`config.mk`:
```
export PLATFORM = sky130hd
export DESIGN_NAME = cla_nibble_serial_adder_ctrl
export DESIGN_NICKNAME = d
export VERILOG_FILES = /design/src/rtl/cla_nibble_serial_adder_ctrl.sv
export SDC_FILE = /design/constraint.sdc
export NUM_CORES = 1
export LEC_CHECK = 0
export CAP_MARGIN = 20
export CORE_MARGIN = 4
export CORE_UTILIZATION = 60
export CTS_BUF_LIST = sky130_fd_sc_hd__clkbuf_8
export DETAILED_ROUTE_END_ITERATION = 16
export PLACE_DENSITY_LB_ADDON = 0.05
export SYNTH_ARGS = -nofsm -noshare
export SYNTH_HDL_FRONTEND = slang
export SYNTH_SLANG_ARGS = --single-unit
```
`constraint.sdc`:
```
create_clock -name clk -period 4.7 [get_ports clk]
set_clock_uncertainty 0.2 [all_clocks]
set_input_delay 0.94 -clock clk [delete_from_list [all_inputs] [get_ports clk]]
set_output_delay 0.94 -clock clk [all_outputs]
set_load 0.005 [all_outputs]
```
`src/rtl/cla_nibble_serial_adder_ctrl.sv`:
```
// Nibble-serial add/subtract sequencer around one shared 4-bit carry-look-ahead slice.
// Operands are processed LSB nibble first, and the slice carry is registered between nibbles.
module cla_nibble_serial_adder_ctrl #(
  parameter int WIDTH = 16
) (
  input  logic             clk,
  input  logic             rst,
  input  logic             in_valid,
  output logic             in_ready,
  input  logic [WIDTH-1:0] in_a,
  input  logic [WIDTH-1:0] in_b,
  input  logic             in_cin,
  input  logic             in_sub,
  output logic             out_valid,
  input  logic             out_ready,
  output logic [WIDTH-1:0] out_sum,
  output logic             out_cout,
  output logic             out_ovf,
  output logic             busy
);

  // state  | meaning
  // S_IDLE | ready for an operand pair
  // S_RUN  | one nibble through the slice per clock
  // S_DONE | result presented until the consumer accepts it
  localparam int NIB = WIDTH / 4;
  localparam int CW  = (NIB > 1) ? $clog2(NIB) : 1;

  typedef enum logic [1:0] {S_IDLE, S_RUN, S_DONE} state_t;

  state_t           state, state_nxt;
  logic [WIDTH-1:0] a_q, b_q, res_q, res_nxt;
  logic             carry_q;
  logic [CW-1:0]    cnt_q;
  logic [3:0]       a_nib, b_nib, s_nib, g, p;
  logic [4:0]       c;
  logic             last_nib;
  logic             accept;

  assign accept   = in_valid && (state == S_IDLE);
  assign last_nib = (cnt_q == CW'(NIB - 1));

  always_comb begin
    a_nib = a_q[{cnt_q, 2'b00} +: 4];
    b_nib = b_q[{cnt_q, 2'b00} +: 4];
    g     = a_nib & b_nib;
    p     = a_nib ^ b_nib;
    c[0]  = carry_q;
    c[1]  = g[0] | (p[0] & c[0]);
    c[2]  = g[1] | (p[1] & g[0]) | (p[1] & p[0] & c[0]);
    c[3]  = g[2] | (p[2] & g[1]) | (p[2] & p[1] & g[0]) | (p[2] & p[1] & p[0] & c[0]);
    c[4]  = g[3] | (p[3] & g[2]) | (p[3] & p[2] & g[1]) | (p[3] & p[2] & p[1] & g[0])
          | (p[3] & p[2] & p[1] & p[0] & c[0]);
    s_nib = p ^ c[3:0];
    res_nxt = res_q;
    res_nxt[{cnt_q, 2'b00} +: 4] = s_nib;
  end

  always_ff @(posedge clk or posedge rst) begin
    if (rst) state <= S_IDLE;
    else     state <= state_nxt;
  end

  always_comb begin
    state_nxt = state;
    case (state)
      S_IDLE:  if (in_valid)  state_nxt = S_RUN;
      S_RUN:   if (last_nib)  state_nxt = S_DONE;
      S_DONE:  if (out_ready) state_nxt = S_IDLE;
      default: state_nxt = S_IDLE;
    endcase
  end

  always_comb begin
    in_ready  = (state == S_IDLE);
    out_valid = (state == S_DONE);
    busy      = (state != S_IDLE);
  end

  // Result ports only move on the final nibble, so they keep the previous result until then.
  always_ff @(posedge clk or posedge rst) begin
    if (rst) begin
      a_q      <= '0;
      b_q      <= '0;
      res_q    <= '0;
      carry_q  <= 1'b0;
      cnt_q    <= '0;
      out_sum  <= '0;
      out_cout <= 1'b0;
      out_ovf  <= 1'b0;
    end else if (accept) begin
      a_q     <= in_a;
      b_q     <= in_sub ? ~in_b : in_b;
      carry_q <= in_sub | in_cin;
      cnt_q   <= '0;
      res_q   <= '0;
    end else if (state == S_RUN) begin
      res_q   <= res_nxt;
      carry_q <= c[4];
      if (last_nib) begin
        out_sum  <= res_nxt;
        out_cout <= c[4];
        out_ovf  <= (a_q[WIDTH-1] == b_q[WIDTH-1]) && (s_nib[3] != a_q[WIDTH-1]);
      end else begin
        cnt_q <= cnt_q + CW'(1);
      end
    end
  end

endmodule
```
## Yosys cells after proc, flatten, opt, wreduce, memory -nomap -nowiden

Index checks and enable logic that the tools add are counted.

- Bits in registers: 71
- Input bits: 38

- $add $sub $neg: 2
- Bitwise gates (word level): 32
- Multiplexer cells: 13
- Reductions and logical operators: 8
- Equality and inequality tests: 9
- Shift-type cells: 4

Operators by type and width:

| operator | count |
|---|---|
| two-way mux 16 bit | 3 |
| indexed part select 16 x 5 -> 4 bit | 2 |
| bitwise AND 1 bit | 16 |
| bitwise mux 16 bit | 1 |
| inverter 16 bit | 1 |
| variable shift 4 x 6 -> 16 bit (first input constant) | 1 |
| indexed part select 4 x 6 -> 16 bit | 1 |
| two-way mux 2 bit | 6 |
| bitwise OR 1 bit | 11 |
| XOR 4 bit | 2 |
| negator 4 -> 6 bit | 1 |
| one-hot mux 2 bit (3 select lines) | 1 |
| AND reduction 3 bit | 2 |
| bitwise AND 4 bit | 1 |
| == test 2 bit (second input constant) | 2 |
| inequality test 2 x 1 -> 1 bit (second input constant) | 2 |
| inequality test 2 bit (second input constant) | 2 |
| nonzero test 2 bit | 2 |
| adder 2 x 1 -> 2 bit (second input constant) | 1 |
| == test 2 x 1 -> 1 bit (second input constant) | 1 |
| logical AND 1 bit | 2 |
| logical NOT 2 bit | 1 |
| two-way mux 1 bit | 2 |
| AND reduction 2 bit | 1 |
| other kinds (3) | 3 |

## Longest topological paths before layout

Gate-level depths: netlist of the first run.

- Word-level depth: 11
- Gate-level depth with buffers: 8
- Depth with buffers taken out: 6

## Worst setup path after synthesis of the first run

Ideal clock, no wire load.

- Path type: reg2reg
- Start point: reg cnt_q[0]
- End point: reg res_q[14]
- Required time: 4.378 ns
- Library setup time: 0.122 ns
- Arrival time: 2.462 ns
- Slack: 1.917 ns
- Stages on the path, launching flop included: 8
- Path through: dfrtp_1 buf_2 mux4_2 ha_1 a21o_1 a21oi_4 xnor2_1 a32o_1

- Longest elaborated chain between the ends: 11
- Elaborated cells between the ends (all ways): 26

Ends and longest elaborated chain:

| item | RTL line | source |
|---|---|---|
| start: declaration | 34 | `logic [CW-1:0] cnt_q;` |
| start signal: assignment | 105 | `cnt_q <= cnt_q + CW'(1);` |
| indexed part select 16 x 5 -> 4 bit (on tied branches) | 44, 45 |  |
| XOR 4 bit or bitwise AND 4 bit (tied branches) | 47, 46 |  |
| bitwise AND 1 bit | 51 | `c[3] = g[2] \| (p[2] & g[1]) \| (p[2] & p[1] & g[0]) \| (p[2] & p[1] & p[0] & c[0]);` |
| bitwise OR 1 bit or bitwise AND 1 bit (tied branches) (2 in a row) | 51 |  |
| bitwise OR 1 bit | 51 |  |
| XOR 4 bit | 54 | `s_nib = p ^ c[3:0];` |
| indexed part select 4 x 6 -> 16 bit | 56 | `res_nxt[{cnt_q, 2'b00} +: 4] = s_nib;` |
| bitwise mux 16 bit (*) | 56 |  |
| two-way mux 16 bit (*) | 97 | `end else if (state == S_RUN) begin` |
| two-way mux 16 bit (*) | 91 | `end else if (accept) begin` |
| end signal: assignment | 98 | `res_q <= res_nxt;` |
| end: declaration | 32 | `logic [WIDTH-1:0] a_q, b_q, res_q, res_nxt;` |

Every way passes the cells marked *; elsewhere a longest branch is shown, timed or not. The select of a mux whose other input is x is not followed.
A chain may end at the register's enable or synchronous reset.

## Worst setup path in the final report of the first run

- Start point: reg cnt_q[0]
- End point: reg out_ovf

- Longest elaborated chain between the ends: 9
- Elaborated cells between the ends (all ways): 17

Ends and longest elaborated chain:

| item | RTL line | source |
|---|---|---|
| indexed part select 16 x 5 -> 4 bit (on tied branches) | 44, 45 |  |
| XOR 4 bit or bitwise AND 4 bit (tied branches) | 47, 46 |  |
| bitwise AND 1 bit | 51 |  |
| bitwise OR 1 bit or bitwise AND 1 bit (tied branches) (2 in a row) | 51 |  |
| bitwise OR 1 bit | 51 |  |
| XOR 4 bit | 54 |  |
| inequality test 1 bit | 103 | `out_ovf <= (a_q[WIDTH-1] == b_q[WIDTH-1]) && (s_nib[3] != a_q[WIDTH-1]);` |
| logical AND 1 bit | 103 |  |
| end signal: assignment | 103 |  |
| end: declaration | 18 | `output logic out_ovf,` |

Several ways; a longest one is shown, not always the timed one.

==> results of run 1 <==
power by group:
part | internal [mW] | switching, mW
combinational | 0.844 | 1.08
clock | 0.218 | 0.231
sequential | 0.885 | 0.216
layout make-up:
class	count	area [um^2]
Clock buffer	11	151
Clock inverter	5	32.5
Fill cell	417	1490
Inverter	10	37.5
Multi-Input combinational cell	228	1710
Sequential cell	71	1780
Tap cell	75	93.8
Timing Repair Buffer	59	588
synthesized netlist by cell type, types with 3 or more instances:
library cell / count / area [um^2]
buf_4: 3 / 22.5
nor3_1: 5 / 25.0
inv_1: 9 / 33.8
mux2i_1: 4 / 40.0
a221oi_1: 8 / 70.1
o21ai_0: 10 / 50.1
nand2b_1: 8 / 50.1
mux4_2: 8 / 180
nor3b_1: 4 / 30.0
nor2_1: 44 / 165
a32o_1: 4 / 40.0
a21oi_1: 24 / 120
dfrtp_1: 71 / 1780
nand3_1: 6 / 30.0
ha_1: 11 / 138
mux2_2: 16 / 180
buf_2: 10 / 50.1
nand3b_1: 4 / 30.0
a21o_1: 5 / 37.5
clkbuf_1: 3 / 11.3
o31ai_1: 3 / 22.5
xnor2_1: 20 / 175
nand2_1: 15 / 56.3
a22o_1: 9 / 78.8
cells in the final DEF (no fill, tap or decap), drive strengths merged, types with 2 or more instances in the layout:
cell           count
dfrtp             71
clkdlybuf4s50     58
nor2              44
a21oi             25
xnor2             20
mux2              16
nand2             15
ha                11
clkbuf            11
o21ai             11
inv               10
a22o               9
nand2b             8
a221oi             8
mux4               8
nand3              6
a21o               5
nor3               5
a32o               4
nand3b             4
nor3b              4
mux2i              4
o31ai              3
clkinvlp           3
or3                2
a311oi             2
clkinv             2
and2               2
worst paths after layout:
path                                 startpoint                      to  slack, ns  cells past startpoint
max                        cnt_q[0]$_DFFE_PP0P_     out_ovf$_DFFE_PP0P_       1.35                      6
max reg2reg                cnt_q[0]$_DFFE_PP0P_     out_ovf$_DFFE_PP0P_       1.35                      6
max in group asynchronous                   rst  out_sum[9]$_DFFE_PP0P_       2.50                      3
min reg2reg                out_cout$_DFFE_PP0P_    out_cout$_DFFE_PP0P_       0.27                      2
min in group asynchronous                   rst    state[1]$_DFFE_PP0P_       0.89                      2
min                        out_cout$_DFFE_PP0P_    out_cout$_DFFE_PP0P_       0.27                      2
sequential cells by signal, summed over array words and instances, names as in the netlist:
name      count
a_q          16
b_q          16
carry_q       1
cnt_q         2
out_cout      1
out_ovf       1
out_sum      16
res_q        16
state         2
logic make-up (layout without fill, tap and decap cells):
kind of cell / after synthesis / count (layout) / share of synthesized area, %
and+or+nand+nor: 97 / 97 / 13.3
DFF: 71 / 71 / 48.9
AOI/OAI and AO/OA: 70 / 70 / 13.4
muxes: 28 / 28 / 11.0
buffers and inverters: 28 / 85 / 3.96
xor gates and xnor gates: 21 / 21 / 5.06
adders and majority gates: 12 / 12 / 4.34
worst max-delay path: stages (launching register included):
cell	delay [ns]
dfrtp_1	0.91
mux4_2	0.61
ha_1	0.45
a21oi_1	0.27
o21ai_2	0.12
xnor2_1	0.48
mux2i_1	0.24
metal layers:
| metal | GRT usage (%) | vias up |
|---|---|---|
| met2 | 37.9 | 84 |
| met5 | 0 | - |
| met3 | 5.00 | 22 |
| met1 | 28.6 | 1312 |
| li1 | - | 1270 |
| met4 | 13.4 | 0 |
stage by stage:
step / util (%) / setup slack [ns] / instance area (um^2) / instances
after CTS: 74.7 / 1.35 / 4390 / 459
after global routing: 74.7 / 1.12 / 4390 / 459
after detailed placement: 71.5 / 1.35 / 4210 / 443
final: 74.7 / 1.35 / 4390 / 459
after global placement: 71.5 / 1.48 / 4210 / 443
after floorplan: - / 1.76 / 3630 / 327
==> impl_metrics.json, run 1 <==
{
  "drt-met1-wl_um": 3210,
  "period_share_pct": 71.3,
  "nets": 429,
  "synth_edf_count": 0,
  "grt_pass1_vias": 2727,
  "end_kind": "register",
  "powerDensity_nw_per_um2": 791,
  "cts_buffers": 9,
  "max_freq_ghz": 0.298,
  "async_flop_share_pct": 100,
  "fp.dieW_um": 85.8,
  "ys_ff_latch": 71,
  "arrival_ns": 3.42,
  "finalWirelength_um": 7790,
  "diodes": 0,
  "total_leakage_power_nw": 1.82,
  "dr_wl_met2_um": 3920,
  "wl_per_cell_um": 17.0,
  "worst_pin_slew_ns": 0.963,
  "relSlewSlack_pct": 35.8,
  "via_per_inst": 5.86,
  "dp_hpwl_um": 5560,
  "cts_tree": "built",
  "synth_nets": 377,
  "synthFlopType": "dfrtp_1",
  "rsz0062_at_grt": "false",
  "grt_pass1_wl_um": 13100,
  "grt_max_degree": 53,
  "htreeDepth": 3,
  "slew_violations": 0,
  "cts_resized": 0,
  "postCtsHoldBufs": 0,
  "required_ns": 4.77,
  "clk_pin_slew_ns": 0.07,
  "drtPass1Iterations": 5,
  "area_growth_pct": 20.9,
  "synth_area_um2": 3630,
  "vias": 2688,
  "hold_viol_final": 0,
  "gp_congestion": 0.892,
  "status": "complete, no violations",
  "ys_types": 43,
  "die_area_um2": 7370,
  "worstSkewPairLatency_ns": 0.34,
  "max_cap_viol_count": 0,
  "crit_type": "register to register",
  "hold-worst-slack_ns": 0.267,
  "antenna_found_initial": 0,
  "setup_tns_ns": 0,
  "grtUsageTotal_pct": 23.2,
  "hold_class": "register to register",
  "initial_utilization_pct": 61.7,
  "cp_max_fo": 17,
  "yosysWarnings": 0,
  "fp.dieH_um": 85.8,
  "drtAntennaViolNets": 0,
  "drc_errors": 0,
  "cts_setup_buffers": 0,
  "drt-initial-drc-count": 126,
  "avgSynthCellArea_um2": 11.1,
  "critPathLaunchType": "register",
  "peakVddDrop_uv": 571,
  "num_rows": 28,
  "portBuffers": 58,
  "p_total_mw": 3.48,
  "ctsLongestPathBuffers": 2,
  "ios": 59,
  "overflow": 0,
  "cts.sinks": 71,
  "core_um2": 5890,
  "top_layer": "met4",
  "synthCells": 327,
  "setup_viol_count_final": 0,
  "drive_above_1_share_pct": 12.8,
  "cts_root_buf": "clkbuf_8",
  "synth_seq_area_share_pct": 48.9,
  "wl_met3_um": 409,
  "fin_crit_ns": 3.35
}
(Power assumes the default switching activity.)
==> run 2: changes to the inputs <==
Settings changed: CORE_UTILIZATION 60 to 55.
Clock period 4.7 ns to 3.35 ns, I/O delays scaled along.
==> run 2 against run 1 <==
Net effect:
- final area grew 2.6%
- clock power grew 76%
- critical path type unchanged
- global-route usage shrank 0.90 points
- first-iteration DRC count grew 27%
- maximum frequency grew 14%
- core utilization shrank 4.1 points
- count of clock-buffer cells in the layout shrank 1
- critical endpoint is now out_sum[15]$_DFFE_PP0P_
- sequential power grew 39%
- combinational power grew 42%
- die area grew 8.2%
==> impl_metrics.json, run 2 (synthesis results as in run 1) <==
{
  "max_freq_ghz": 0.340,
  "relSlewSlack_pct": 42.0,
  "powerDensity_nw_per_um2": 1130,
  "drtPass1Iterations": 4,
  "p_total_mw": 5.07,
  "crit_chain": "buf_4 -> mux4_2 -> ha_1 -> a21oi_1 -> o21ai_2 -> xnor2_1 -> o21ai_0",
  "portBuffers": 58,
  "vias": 2662,
  "cts_setup_buffers": 0,
  "antenna_found_initial": 0,
  "setup_ws_ns": 0.406,
  "peakVddDrop_uv": 795,
  "overflow": 0,
  "crit_slowest_cell": "dfrtp_1",
  "htreeDepth": 3,
  "grt_pass1_wl_um": 13200,
  "grt-busiest-layer": "met2",
  "initial_utilization_pct": 56.9,
  "wl_per_cell_um": 17.2,
  "status": "complete, no violations",
  "gp_congestion": 0.896,
  "drtAntennaViolNets": 0,
  "drt-initial-drc-count": 160,
  "diodes": 0,
  "via_per_inst": 5.69,
  "share_seq_of_total_power_pct": 30.2,
  "grtUsageTotal_pct": 22.3,
  "slew_violations": 0,
  "min_path_cells": 2,
  "final_cell_mix": "dfrtp_1, clkdlybuf4s50_1, nor2_1, a21oi_1, xnor2_1",
  "p_switching_mw": 2.13,
  "p_comb_share_pct": 54.2,
  "hold_viol_final": 0,
  "arrival_ns": 2.96,
  "clk_pin_slew_ns": 0.08,
  "grt_max_degree": 40,
  "drc_errors": 0,
  "crit_type": "register to register",
  "internal_power_mw": 2.95,
  "area_growth_pct": 24.0,
  "cpPeakStageDelay_ns": 0.59,
  "fp.dieW_um": 89.3,
  "rsz0062_at_grt": "false",
  "hold-worst-slack_ns": 0.286,
  "total_leakage_power_nw": 1.89,
  "die_area_um2": 7970,
  "clkPwrFrac_pct": 15.6,
  "postCtsHoldBufs": 0,
  "cts.sinks": 71,
  "cp_max_fo": 11,
  "cts_root_buf": "clkbuf_8",
  "period_share_pct": 87.9,
  "critPathBufInv": 1,
  "worstSkewPairLatency_ns": 0.35,
  "path_depth": 7,
  "cp_top_family": "flip-flops",
  "grt_pass1_vias": 2695,
  "multi_input_area_um2": 1710,
  "ctsLongestPathBuffers": 2,
  "nets": 436,
  "use_met2_pct": 37.2,
  "num_rows": 29,
  "seqCellArea_um2": 1780,
  "grt_use_met1_pct": 27.8,
  "mostFrequentLayoutCell": "dfrtp_1",
  "ios": 59,
  "fp.dieH_um": 89.3,
  "cts_tree": "built",
  "setup_tns_ns": 0,
  "max_cap_viol_count": 0,
  "use_met3_pct": 3.96,
  "critPathLaunchType": "register",
  "finalWirelength_um": 8070,
  "cts_resized": 0,
  "sw_frac_of_total_pct": 41.9,
  "fin_crit_ns": 2.94,
  "final_util_pct": 70.6,
  "end_kind": "register",
  "setup_viol_count_final": 0,
  "dp_hpwl_um": 5990,
  "worst_pin_slew_ns": 0.867,
  "core_um2": 6390,
  "drive_above_1_share_pct": 14.3,
  "required_ns": 3.37,
  "fillers": 480,
  "cts_buffers": 9,
  "post-place-ws_ns": 0.393,
  "worst-r2r-cell-count": 7,
  "hold_class": "register to register"
}
run 2: area by class of cell:
type	instances	share of cell area (%)
clock inverter	6	2.03
inverter	10	0.833
multi-input combinational	228	38.0
timing repair buffer	66	14.5
tap	77	2.14
sequential	71	39.4
clock buffer	10	3.05
run 2: stage by stage:
stage | instances | cell area (um^2)
after floorplan | 327 | 3630
after global placement | 452 | 4280
after detailed placement | 452 | 4280
after CTS | 468 | 4510
after global routing | 468 | 4510
final | 468 | 4510
run 2: power by group through the flow:
| stage | clock (mW) | combinational [mW] | sequential [mW] |
|---|---|---|---|
| after detailed placement | 0 | 2.74 | 1.55 |
| after global placement | 0 | 2.67 | 1.54 |
| after floorplan | 0 | 1.99 | 1.43 |
| after global routing | 0.838 | 3.03 | 1.58 |
| after CTS | 0.797 | 2.75 | 1.54 |
| final | 0.790 | 2.75 | 1.53 |
run 2: path summary, 6_finish.rpt:
check                                           from                      end  slack, ns
worst max-delay path            cnt_q[0]$_DFFE_PP0P_  out_sum[15]$_DFFE_PP0P_       0.41
worst min-delay path            res_q[8]$_DFFE_PP0P_     res_q[8]$_DFFE_PP0P_       0.29
worst max register to register  cnt_q[0]$_DFFE_PP0P_  out_sum[15]$_DFFE_PP0P_       0.41
worst min register to register  res_q[8]$_DFFE_PP0P_     res_q[8]$_DFFE_PP0P_       0.29
max in group asynchronous                        rst      a_q[14]$_DFFE_PP0P_       1.78
min in group asynchronous                        rst   out_sum[5]$_DFFE_PP0P_       0.54
run 2: worst min-delay path, cell delays in order, from the launching register on:
cell	delay [ns]
dfrtp_1	0.35
nand2_1	0.05
o21ai_0	0.06
run 2: per-layer routing:
metal | vias to the layer above | wire [um]
li1 | 1282 | -
met3 | 15 | 342
met4 | 0 | 184
met5 | - | 0
met2 | 74 | 4080
met1 | 1291 | 3460
==> run 3: changes to the inputs <==
Settings changed: PLACE_DENSITY_LB_ADDON 0.05 to 0.2.
==> run 3 against run 2 <==
Net effect:
- critical path depth decreased by 1
- register-to-register slack improved by 0.02 ns
- non-clock buffer count decreased by 1
- worst hold slack worse by 0.0084 ns
- sequential share of layout area up 0.52 points
- core utilization shrank 0.92 points
- final area fell by 1.3%
- setup slack better by 0.017 ns
- total power decreased by 3.6%
- highest routed layer unchanged
==> impl_metrics.json, run 3 (synthesis results as in run 1) <==
{
  "setup_tns_ns": 0,
  "hold-worst-slack_ns": 0.278,
  "grt_pass1_vias": 2651,
  "die_area_um2": 7970,
  "grt_pass1_wl_um": 13000,
  "drtPass1Iterations": 4,
  "antenna_found_initial": 0,
  "powerDensity_nw_per_um2": 1100,
  "multi_input_area_um2": 1710,
  "total_leakage_power_nw": 1.87,
  "cts_root_buf": "clkbuf_8",
  "clk_pin_slew_ns": 0.07,
  "fillers": 500,
  "worst-r2r-cell-count": 6,
  "num_rows": 29,
  "cts_setup_buffers": 0,
  "nets": 435,
  "ios": 59,
  "hold_viol_final": 0,
  "cts_tree": "built",
  "mostFrequentLayoutCell": "dfrtp_1",
  "final_cell_mix": "dfrtp_1, clkdlybuf4s50_1, nor2_1, a21oi_1, xnor2_1",
  "min_path_cells": 2,
  "core_um2": 6390,
  "diodes": 0,
  "worst_pin_slew_ns": 0.863,
  "max_freq_ghz": 0.342,
  "cp_max_fo": 12,
  "dp_hpwl_um": 5840,
  "slew_violations": 0,
  "initial_utilization_pct": 56.9,
  "post-place-ws_ns": 0.404,
  "ctsLongestPathBuffers": 2,
  "grt_max_degree": 43,
  "end_kind": "register",
  "fin_crit_ns": 2.93,
  "drtAntennaViolNets": 0,
  "status": "complete, no violations",
  "cts_buffers": 9,
  "rsz0062_at_grt": "false",
  "cts.sinks": 71,
  "hold_class": "register to register",
  "vias": 2660,
  "area_growth_pct": 22.4,
  "cts_resized": 0,
  "wl_per_cell_um": 17.0,
  "seqCellArea_um2": 1780,
  "dp_cells": 451,
  "fp.dieW_um": 89.3,
  "gp_congestion": 0.853,
  "finalWirelength_um": 7960,
  "peakVddDrop_uv": 707,
  "fp.dieH_um": 89.3,
  "arrival_ns": 2.93,
  "portBuffers": 58,
  "drive_above_1_share_pct": 13.6,
  "final_cells": 467,
  "htreeDepth": 3,
  "max_cap_viol_count": 0,
  "critPathLaunchType": "register",
  "crit_type": "register to register",
  "drt-initial-drc-count": 152,
  "postCtsHoldBufs": 0,
  "grtUsageTotal_pct": 21.8,
  "setup_viol_count_final": 0,
  "relSlewSlack_pct": 42.3,
  "overflow": 0,
  "setup_ws_ns": 0.423,
  "via_per_inst": 5.70,
  "worstSkewPairLatency_ns": 0.34,
  "drc_errors": 0,
  "period_share_pct": 87.4,
  "p_total_mw": 4.89,
  "required_ns": 3.36
}
## run 3: cell types whose count changed in the layout (fill, tap and decap cells not counted), sizes merged
cell / previous run / this run
buf: 8 / 7
bufinv: 2 / 1
clkinv: 2 / 3
## run 3: power breakdown
part	leakage, nW	switching [mW]	internal (mW)	total [mW]
registers	0.873	0.286	1.24	1.53
clock network	0.108	0.309	0.355	0.664
logic	0.886	1.45	1.25	2.70
total	1.87	2.05	2.84	4.89
## run 3: per-layer routing
metal	wire [um]	track usage (%)	vias to the layer above
met3	422	4.98	13
met5	0	0	-
met1	3390	27.6	1287
met2	4020	36.4	80
li1	-	-	1280
met4	132	7.98	0
## run 3: per-stage QoR
stage	util (%)	area [um^2]
6_report	69.7	4450
5_1_grt	69.7	4450
4_1_cts	69.7	4450
3_5_place_dp	66.7	4260
3_3_place_gp	66.7	4260
2_1_floorplan	-	3630
## run 3: worst max-delay path, cell delays in order, from the launching register on
cell and delay, ns:
dfrtp_1 0.60, mux4_2 0.56, ha_1 0.45, a21oi_1 0.27, o21ai_2 0.12, xnor2_1 0.42, o21ai_0 0.17
## run 3: cell type report
class,count,share of cell area [%]
clock inverters,6,1.18
multi-input cells,228,38.5
well taps,77,2.17
clock buffers,10,3.09
inverters,10,0.844
flip-flops and latches,71,39.9
repair buffers,65,14.2
## run 3: final timing paths
check | to | from | slack (ns)
max | out_sum[15]$_DFFE_PP0P_ | cnt_q[0]$_DFFE_PP0P_ | 0.42
max reg2reg | out_sum[15]$_DFFE_PP0P_ | cnt_q[0]$_DFFE_PP0P_ | 0.42
max in group asynchronous | b_q[15]$_DFFE_PP0P_ | rst | 1.99
min | out_cout$_DFFE_PP0P_ | out_cout$_DFFE_PP0P_ | 0.28
min reg2reg | out_cout$_DFFE_PP0P_ | out_cout$_DFFE_PP0P_ | 0.28
min in group asynchronous | out_sum[1]$_DFFE_PP0P_ | rst | 0.52
